===== config.mk =====
export PLATFORM = sky130hd
export DESIGN_NAME = alu_exec_unit_flat
export DESIGN_NICKNAME = d
export VERILOG_FILES = /design/src/rtl/alu_exec_unit_if.sv /design/src/rtl/alu_exec_unit.sv /design/src/flat_wrapper.sv
export SDC_FILE = /design/constraint.sdc
export NUM_CORES = 1
export LEC_CHECK = 0
export CORE_AREA = 8 8 166 168
export CTS_CLUSTER_DIAMETER = 60
export DETAILED_ROUTE_END_ITERATION = 8
export DIE_AREA = 0 0 174 176
export PLACE_DENSITY = 0.64
export REMOVE_ABC_BUFFERS = 1
export SYNTH_ARGS = -nofsm -noshare
export SYNTH_HDL_FRONTEND = slang
export SYNTH_SLANG_ARGS = --single-unit

===== constraint.sdc =====
create_clock -name clk -period 2.9 [get_ports clk]
set_clock_uncertainty 0.2 [all_clocks]
set_input_delay 0.29 -clock clk [delete_from_list [all_inputs] [get_ports clk]]
set_output_delay 0.29 -clock clk [all_outputs]
set_load 0.1 [all_outputs]

===== src/rtl/alu_exec_unit_if.sv =====
// rtl/alu_exec_unit_if.sv - operation/result handshake bundle for the ALU execute stage
interface alu_exec_unit_if #(
    parameter int XLEN = 32
);
    logic            in_valid;
    logic            in_ready;
    logic [1:0]      alu_op;
    logic [6:0]      op;
    logic [2:0]      funct3;
    logic [6:0]      funct7;
    logic [XLEN-1:0] src_a;
    logic [XLEN-1:0] src_b;
    logic            out_valid;
    logic            out_ready;
    logic [XLEN-1:0] result;
    logic            zero;
    logic            illegal;
    logic [3:0]      alu_ctrl;

    modport master (
        output in_valid, alu_op, op, funct3, funct7, src_a, src_b, out_ready,
        input  in_ready, out_valid, result, zero, illegal, alu_ctrl
    );

    modport slave (
        input  in_valid, alu_op, op, funct3, funct7, src_a, src_b, out_ready,
        output in_ready, out_valid, result, zero, illegal, alu_ctrl
    );
endinterface


===== src/rtl/alu_exec_unit.sv =====
// rtl/alu_exec_unit.sv - RV32I ALU decode plus registered execute stage with handshakes
// Define ALU_MUL_EN to add the iterative shift-add multiplier (RV32M MUL).
module alu_exec_unit #(
    parameter  int XLEN = 32,
    localparam int SHW  = $clog2(XLEN)
) (
    input  logic            clk,
    input  logic            rst,
    alu_exec_unit_if.slave  bus
);
    localparam logic [3:0] CTRL_ADD  = 4'd0;
    localparam logic [3:0] CTRL_SUB  = 4'd1;
    localparam logic [3:0] CTRL_AND  = 4'd2;
    localparam logic [3:0] CTRL_OR   = 4'd3;
    localparam logic [3:0] CTRL_XOR  = 4'd4;
    localparam logic [3:0] CTRL_SLT  = 4'd5;
    localparam logic [3:0] CTRL_SLTU = 4'd6;
    localparam logic [3:0] CTRL_SLL  = 4'd7;
    localparam logic [3:0] CTRL_SRL  = 4'd8;
    localparam logic [3:0] CTRL_SRA  = 4'd9;
    localparam logic [3:0] CTRL_MUL  = 4'd10;

    logic            out_valid_q, out_valid_d;
    logic [XLEN-1:0] result_q, result_d;
    logic            zero_q, zero_d;
    logic            illegal_q, illegal_d;
    logic [3:0]      alu_ctrl_q, alu_ctrl_d;

    logic            in_ready;
    logic            in_idle;
    logic            m_enc;
    logic [3:0]      ctrl_dec;
    logic            illegal_dec;
    logic            mul_dec;
    logic [XLEN-1:0] exec_res;
    logic [SHW-1:0]  shamt;
    logic            unused_op_bits;

`ifdef ALU_MUL_EN
    typedef enum logic [1:0] {
        S_IDLE = 2'd0,
        S_MUL  = 2'd1,
        S_HOLD = 2'd2
    } state_t;

    state_t          state_q, state_d;
    logic [SHW-1:0]  cnt_q, cnt_d;
    logic [XLEN-1:0] mcand_q, mcand_d;
    logic [XLEN-1:0] mplier_q, mplier_d;
    logic [XLEN-1:0] acc_q, acc_d;
    logic [XLEN-1:0] partial;
    logic [XLEN-1:0] acc_next;
`endif

    assign unused_op_bits = ^{bus.op[6], bus.op[4:0]};
    assign shamt          = bus.src_b[SHW-1:0];
    assign m_enc          = (bus.alu_op == 2'b10) && bus.op[5] && (bus.funct7 == 7'b0000001);

    always_comb begin
        ctrl_dec    = CTRL_ADD;
        illegal_dec = 1'b0;
        mul_dec     = 1'b0;
        case (bus.alu_op)
            2'b01: ctrl_dec = CTRL_SUB;
            2'b10: begin
                if (m_enc) begin
`ifdef ALU_MUL_EN
                    if (bus.funct3 == 3'b000) begin
                        mul_dec  = 1'b1;
                        ctrl_dec = CTRL_MUL;
                    end else begin
                        illegal_dec = 1'b1;
                    end
`else
                    illegal_dec = 1'b1;
`endif
                end else begin
                    case (bus.funct3)
                        3'b000:  ctrl_dec = (bus.op[5] && bus.funct7[5]) ? CTRL_SUB : CTRL_ADD;
                        3'b001:  ctrl_dec = CTRL_SLL;
                        3'b010:  ctrl_dec = CTRL_SLT;
                        3'b011:  ctrl_dec = CTRL_SLTU;
                        3'b100:  ctrl_dec = CTRL_XOR;
                        3'b101:  ctrl_dec = bus.funct7[5] ? CTRL_SRA : CTRL_SRL;
                        3'b110:  ctrl_dec = CTRL_OR;
                        default: ctrl_dec = CTRL_AND;
                    endcase
                end
            end
            default: ctrl_dec = CTRL_ADD;
        endcase
    end

    // Illegal ops report ADD as their control code with a forced-zero result.
    always_comb begin
        exec_res = '0;
        if (!illegal_dec) begin
            case (ctrl_dec)
                CTRL_ADD:  exec_res = bus.src_a + bus.src_b;
                CTRL_SUB:  exec_res = bus.src_a - bus.src_b;
                CTRL_AND:  exec_res = bus.src_a & bus.src_b;
                CTRL_OR:   exec_res = bus.src_a | bus.src_b;
                CTRL_XOR:  exec_res = bus.src_a ^ bus.src_b;
                CTRL_SLT:  exec_res = XLEN'($signed(bus.src_a) < $signed(bus.src_b));
                CTRL_SLTU: exec_res = XLEN'(bus.src_a < bus.src_b);
                CTRL_SLL:  exec_res = bus.src_a << shamt;
                CTRL_SRL:  exec_res = bus.src_a >> shamt;
                CTRL_SRA:  exec_res = XLEN'($signed(bus.src_a) >>> shamt);
                default:   exec_res = '0;
            endcase
        end
    end

`ifdef ALU_MUL_EN
    assign in_idle  = (state_q == S_IDLE);
    assign partial  = mplier_q[0] ? mcand_q : '0;
    assign acc_next = acc_q + partial;
`else
    assign in_idle  = 1'b1;
`endif

    always_comb begin
        out_valid_d = out_valid_q;
        result_d    = result_q;
        zero_d      = zero_q;
        illegal_d   = illegal_q;
        alu_ctrl_d  = alu_ctrl_q;
        in_ready    = 1'b0;
`ifdef ALU_MUL_EN
        state_d     = state_q;
        cnt_d       = cnt_q;
        mcand_d     = mcand_q;
        mplier_d    = mplier_q;
        acc_d       = acc_q;
`endif
        if (in_idle) begin
            in_ready = !out_valid_q || bus.out_ready;
            if (bus.out_ready) begin
                out_valid_d = 1'b0;
            end
            if (bus.in_valid && in_ready) begin
`ifdef ALU_MUL_EN
                if (mul_dec) begin
                    mcand_d     = bus.src_a;
                    mplier_d    = bus.src_b;
                    acc_d       = '0;
                    cnt_d       = '0;
                    out_valid_d = 1'b0;
                    state_d     = S_MUL;
                end else
`endif
                begin
                    result_d    = exec_res;
                    zero_d      = (exec_res == '0);
                    illegal_d   = illegal_dec;
                    alu_ctrl_d  = ctrl_dec;
                    out_valid_d = 1'b1;
                end
            end
        end
`ifdef ALU_MUL_EN
        case (state_q)
            S_MUL: begin
                acc_d    = acc_next;
                mcand_d  = mcand_q << 1;
                mplier_d = mplier_q >> 1;
                cnt_d    = cnt_q + 1'b1;
                // Final partial product folds straight into the result register.
                if (cnt_q == SHW'(XLEN - 1)) begin
                    result_d    = acc_next;
                    zero_d      = (acc_next == '0);
                    illegal_d   = 1'b0;
                    alu_ctrl_d  = CTRL_MUL;
                    out_valid_d = 1'b1;
                    cnt_d       = '0;
                    state_d     = S_HOLD;
                end
            end
            S_HOLD: begin
                if (bus.out_ready) begin
                    out_valid_d = 1'b0;
                    state_d     = S_IDLE;
                end
            end
            default: ;
        endcase
`endif
    end

    always_ff @(posedge clk or negedge rst) begin
        if (!rst) begin
            out_valid_q <= 1'b0;
            result_q    <= '0;
            zero_q      <= 1'b0;
            illegal_q   <= 1'b0;
            alu_ctrl_q  <= CTRL_ADD;
        end else begin
            out_valid_q <= out_valid_d;
            result_q    <= result_d;
            zero_q      <= zero_d;
            illegal_q   <= illegal_d;
            alu_ctrl_q  <= alu_ctrl_d;
        end
    end

`ifdef ALU_MUL_EN
    always_ff @(posedge clk or negedge rst) begin
        if (!rst) begin
            state_q  <= S_IDLE;
            cnt_q    <= '0;
            mcand_q  <= '0;
            mplier_q <= '0;
            acc_q    <= '0;
        end else begin
            state_q  <= state_d;
            cnt_q    <= cnt_d;
            mcand_q  <= mcand_d;
            mplier_q <= mplier_d;
            acc_q    <= acc_d;
        end
    end
`endif

    assign bus.in_ready  = in_ready;
    assign bus.out_valid = out_valid_q;
    assign bus.result    = result_q;
    assign bus.zero      = zero_q;
    assign bus.illegal   = illegal_q;
    assign bus.alu_ctrl  = alu_ctrl_q;
endmodule

===== src/flat_wrapper.sv =====
// flat-port wrapper written by rule: the top's interface ports become plain ports
module alu_exec_unit_flat 
#(
    parameter  int XLEN = 32,
    localparam int SHW  = $clog2(XLEN)
)
  (clk, rst, bus_in_valid, bus_alu_op, bus_op, bus_funct3, bus_funct7, bus_src_a, bus_src_b, bus_out_ready, bus_in_ready, bus_out_valid, bus_result, bus_zero, bus_illegal, bus_alu_ctrl);
  alu_exec_unit_if #(.XLEN(XLEN)) bus_i ();
  input  logic clk;
  input  logic rst;
  input wire logic [$bits(bus_i.in_valid)-1:0] bus_in_valid;
  input wire logic [$bits(bus_i.alu_op)-1:0] bus_alu_op;
  input wire logic [$bits(bus_i.op)-1:0] bus_op;
  input wire logic [$bits(bus_i.funct3)-1:0] bus_funct3;
  input wire logic [$bits(bus_i.funct7)-1:0] bus_funct7;
  input wire logic [$bits(bus_i.src_a)-1:0] bus_src_a;
  input wire logic [$bits(bus_i.src_b)-1:0] bus_src_b;
  input wire logic [$bits(bus_i.out_ready)-1:0] bus_out_ready;
  output wire logic [$bits(bus_i.in_ready)-1:0] bus_in_ready;
  output wire logic [$bits(bus_i.out_valid)-1:0] bus_out_valid;
  output wire logic [$bits(bus_i.result)-1:0] bus_result;
  output wire logic [$bits(bus_i.zero)-1:0] bus_zero;
  output wire logic [$bits(bus_i.illegal)-1:0] bus_illegal;
  output wire logic [$bits(bus_i.alu_ctrl)-1:0] bus_alu_ctrl;
  assign bus_i.in_valid = bus_in_valid;
  assign bus_i.alu_op = bus_alu_op;
  assign bus_i.op = bus_op;
  assign bus_i.funct3 = bus_funct3;
  assign bus_i.funct7 = bus_funct7;
  assign bus_i.src_a = bus_src_a;
  assign bus_i.src_b = bus_src_b;
  assign bus_i.out_ready = bus_out_ready;
  assign bus_in_ready = bus_i.in_ready;
  assign bus_out_valid = bus_i.out_valid;
  assign bus_result = bus_i.result;
  assign bus_zero = bus_i.zero;
  assign bus_illegal = bus_i.illegal;
  assign bus_alu_ctrl = bus_i.alu_ctrl;
  alu_exec_unit #(.XLEN(XLEN)) u_core (.clk(clk), .rst(rst), .bus(bus_i));
endmodule

# ---- Word level (Yosys, flattened, before mapping)
# Cells that the tools add are included.
dict set report word_totals {
  input_bits 87
  output_inout_bits 40
  regBits 39
  elab_cells 54
}
dict set report op_classes {
  n_mux 11
  reduce_logical 10
  bitwise 3
  shifts 3
  n_eq_ne 18
  n_addsub 2
  order_cmp 2
}
# operator count
set ops {}
lappend ops {{case mux 32 bit (10 select lines)} 1}
lappend ops {{less-than comparator 32 bit} 2}
lappend ops {{adder 32 bit} 1}
lappend ops {{bitwise AND 32 bit} 1}
lappend ops {{zero test 32 bit} 1}
lappend ops {{2-to-1 mux 32 bit} 1}
lappend ops {{bitwise OR 32 bit} 1}
lappend ops {{<< shifter 32 x 5 -> 32 bit} 1}
lappend ops {{>> shifter 32 x 5 -> 32 bit} 1}
lappend ops {{>>> shifter 32 x 5 -> 32 bit} 1}
lappend ops {{subtractor 32 bit} 1}
lappend ops {{XOR 32 bit} 1}
lappend ops {{case mux 4 bit (7 select lines)} 1}
lappend ops {{equality test 4 x 3 -> 1 bit (second input constant)} 4}
lappend ops {{equality test 3 bit (second input constant)} 3}
lappend ops {{equality test 4 x 2 -> 1 bit (second input constant)} 2}
lappend ops {{equality test 4 bit (second input constant)} 2}
lappend ops {{case mux 4 bit (2 select lines)} 1}
lappend ops {{equality test 7 x 1 -> 1 bit (second input constant)} 1}
lappend ops {{equality test 3 x 2 -> 1 bit (second input constant)} 2}
lappend ops {{2-to-1 mux 1 bit} 6}
lappend ops {{equality test 4 x 1 -> 1 bit (second input constant)} 1}
lappend ops {{logical AND 1 bit} 4}
lappend ops {{zero test 4 bit} 1}
lappend ops {{8 further kinds} 8}

# ---- Logic depth before layout (Yosys ltp)
dict set report logic_depth {
  word_depth 9
  mapped_depth 16
  ltp_nobuf 15
}

# ---- Worst setup path after synthesis
# Ideal clock, no wire load.
dict set report synth_path {
  path_kind {input-to-reg}
  start {input port bus_src_b[2]}
  end {register u_core.zero_q, in the netlist u_core.bus.zero}
  arrival_ns 4.039
  required_ns 2.596
  n_path_buf 3
  path_slack_ns -1.442
  stages 15
  path_cell_list {buf_2 clkinv_1 buf_1 clkbuf_1 ha_1 o311ai_0 a211oi_2 o211ai_1 mux2i_1 o22ai_1 or4_1 nor2_1 nand4_1 o31a_1 o41ai_2}
}
dict set report synth_via {
  elab_chain_len 4
  word_cells_on_any_way 13
  classes_between {add/sub: 2; order compare: 2; shift: 3; mux: 2; bitwise: 3; reduce/logical: 1}
}
# element line
set synth_rtl {}
lappend synth_rtl {{from (decl)} flat_wrapper.sv:17} ;# input wire logic [$bits(bus_i.src_b)-1:0] bus_src_b;
lappend synth_rtl {{subtractor 32 bit, or another cell as far along} alu_exec_unit.sv:100} ;# CTRL_SUB: exec_res = bus.src_a - bus.src_b;
lappend synth_rtl {{case mux 32 bit (10 select lines) (*)} alu_exec_unit.sv:98} ;# case (ctrl_dec)
lappend synth_rtl {{2-to-1 mux 32 bit (*)} alu_exec_unit.sv:97} ;# if (!illegal_dec) begin
lappend synth_rtl {{zero test 32 bit (*)} alu_exec_unit.sv:154} ;# zero_d = (exec_res == '0);
lappend synth_rtl {{to (signal assigned)} alu_exec_unit.sv:200} ;# zero_q <= zero_d;
lappend synth_rtl {{to (decl)} alu_exec_unit.sv:25} ;# logic zero_q, zero_d;
# Mark *: on every way between the ends. The rest lies on a longest branch, timed or not.
# A chain may end at the register's enable or synchronous reset.

# ---- Final worst setup path
dict set report layout_path {
  start {input port bus_src_b[3]}
  end {register u_core.zero_q, in the netlist u_core.bus.zero}
}
# The elaborated chain is that of the path after synthesis.

==> impl_results.md <==
* Outcome: finished, violations left
* Failing checks: DRC, setup timing
* Synth Area per Inst at 7.451 µm²
* RSZ-0062 raised after global routing: true
* Die Span Y at 176 µm
* Reg-to-reg endpoint: u_core.bus.zero
* Clock Sink Count at 39
* Setup CP Type: in -> reg
* Initial Util at 0.4443
* Peak supply drop at 0.5886 mV
* Global-route layer with the greatest usage: met2
* Rows at 58
* Req. time, crit path at 2880 ps
* M2 GR Usage at 0.6418
* Setup crit start: bus_src_b[3]
* Initial antenna violation count at 3
* Synth async-reset ratio at 1.000
* Routed vias/inst at 6.763
* Clock buffer depth at 2
* # DRC at 4
* Maxcap violations at 0
* Global-route wire length before repair at 98880 µm
* Placed Instance Area at 0.01620 mm²
* Layout Nets at 2374
* Post-DP HPWL at 48700 µm
* Register bit total from synthesis at 39
* Crit. End Element: register
* Final Hold Vio Count at 0
* Hold depth at 2
* GR Util met3 at 0.1066
* Post-synthesis cell type count at 99
* Area share of the largest cell type after synthesis at 0.1123
* Critical Path AT at 3840 ps
* Number of global-route vias before repair at 16140
* Die W at 174 µm
* Clk slew on worst S/H paths at 70 ps
* Min-delay worst type: reg -> reg
* Fin cells at 2517
* Gpl congestion at 1.067
* I/O pin total at 127
* Final Critical Period at 3857 ps
* Critical Path Source Type: primary input
* Commonest non-fill, non-tap cell in the layout: buf_4
* Pleak at 9.093 nW
* Post-synth EDFFs at 0
* Synth Cell Area at 0.01103 mm²
* Die area at 0.03062 mm²
* Port Buffers at 120
* CTS tree: built
* Worst-Margin Slew at 963.8 ps
* Drt initial violations at 2717
* GRT Total Usage at 0.4136
* Final Cycle Share at 1.330
* # setup viols final at 29
* Finished Cell Area at 0.01998 mm²
* Fmax at 0.2593 GHz
* Top cells by area, synth: ha_1, mux4_2, dfrtp_1
* Reg2reg start: u_core.bus.out_valid
* Via count at 17020
* Met1 Use GR at 0.5025
* Top FF cell, synth: dfrtp_1
* Gr ovfl total at 0
* Clk root buf: clkbuf_16
* Worst-Skew Late Latency at 290 ps
* R2r worst-path depth at 8
* Antenna fix cells at 0
* Core area at 0.02482 mm²
* Area Overhead vs Synth at 81.19%
* Final ANT Viol Nets at 0
* Most frequent cells in the layout: buf_4, nand2_1, nor2_1, buf_6, a21oi_1
* Rel. slew slack at 0.3575
* Power Dens Cells at 344.8 mW/mm²
* Synthesized netlist cell count at 1480
* Dpl cells at 2363
* Yosys warns at 0
* CP Capture Point: u_core.bus.zero
* Max-slew violations at 0
* Max FO, Critical Path at 5
* H-tree Lvls at 2
* DR WL/cell at 28.87 µm
* Pre-Repair DR Iteration Count at 9
* Final WL at 72670 µm
* Total CTS buffers at 5
* Layout cell share with drive strength beyond 1 at 0.5464
* Synth area leader: ha_1
* Largest net degree at the start of global routing at 52
* Final WS setup at -956.6 ps
* R2R Setup Slk at 510 ps
* Total power at 0.006888 W
* Sequential share of the synthesized area at 0.08851
-- routing by layer --
metal	up-vias	share of wire
met1	7925	0.35
met5	-	0.00052
li1	6982	-
met2	1556	0.42
met3	554	0.13
met4	6	0.096
-- flip-flops by register name, indices dropped and copies added (netlist names) --
register	cells
u_core.bus.result	32
u_core.bus.alu_ctrl	4
u_core.bus.illegal	1
u_core.bus.zero	1
u_core.bus.out_valid	1
-- report_power, final --
| part | switching, W | total [W] | internal (W) |
|---|---|---|---|
| Sequential | 0.0000664 | 0.000731 | 0.000665 |
| Combinational | 0.00330 | 0.00559 | 0.00228 |
| Clock | 0.000254 | 0.000571 | 0.000318 |
| Total | 0.00362 | 0.00689 | 0.00327 |
-- how the worst min path moves through the flow --
stage / from / endpoint / slack, ps
2_1_floorplan: rst / u_core.bus.alu_ctrl[0] / -210
3_3_place_gp: rst / u_core.bus.result[19] / 260
3_5_place_dp: u_core.bus.result[14] / u_core.bus.result[14] / 270
4_1_cts: u_core.bus.result[14] / u_core.bus.result[14] / 280
5_1_grt: u_core.bus.alu_ctrl[1] / u_core.bus.alu_ctrl[1] / 310
6_report: u_core.bus.result[8] / u_core.bus.result[8] / 280
-- synth_stat cells, drive strengths merged, types with 34 or more instances --
master	instances
nor2	127
mux4	44
o211ai	34
nand2	156
buf	54
inv	96
o21ai	95
a211oi	40
mux2i	64
clkbuf	61
a21oi	102
ha	99
dfrtp	39
-- area by class of cell --
class                      instances  area [µm²]
timing repair buffer             814        6761
clock buffer                       5       125.1
tap                              330       412.9
inverter                          99       404.1
multi-input combinational       1227       11280
sequential                        39       975.9
fill                            1567        4840
clock inverter                     3       20.02
-- stage by stage --
step / utilization / setup TNS [ps] / worst slack [ps] / hold WS, ps
2_1_floorplan: - / -60170 / -2229 / -205.6
3_3_place_gp: 0.6526 / -35960 / -1820 / 262.9
3_5_place_dp: 0.6526 / -37350 / -1852 / 270.9
4_1_cts: 0.7674 / -4621 / -787.6 / 282.9
5_1_grt: 0.8050 / -10950 / -1134 / 307.4
6_report: 0.8050 / -9352 / -956.6 / 282.0
-- critical path: stages --
cell and delay, ps:
buf_4 150, inv_2 110, buf_4 170, ha_4 200, a2111oi_4 480, buf_4 240
a211oi_4 80, o211ai_1 290, mux2i_1 270, o22ai_1 110, or4_4 570, nor2_4 130
nand4_1 140, o31a_1 320, o41ai_2 300
-- repair_timing --
action,in CTS,in global routing
buffers inserted,110,51
setup endpoints to repair,33,32
pin swaps,161,127
gates cloned,0,1
resized for setup,620,167
endpoints found under the hold margin,39,0
hold buffers,1,0
-- logic make-up (layout without fill, tap and decap cells) --
family,count (synthesis),count (layout),synth area share
AOI/OAI and AO/OA,492,492,0.3108
adders and majority gates,101,101,0.1160
xor gates and xnor gates,21,21,0.01668
buffers and inverters,214,921,0.08147
DFF,39,39,0.08851
and+or+nand+nor,472,472,0.2049
muxes,141,141,0.1817
Power figures use the tool's default switching activity.
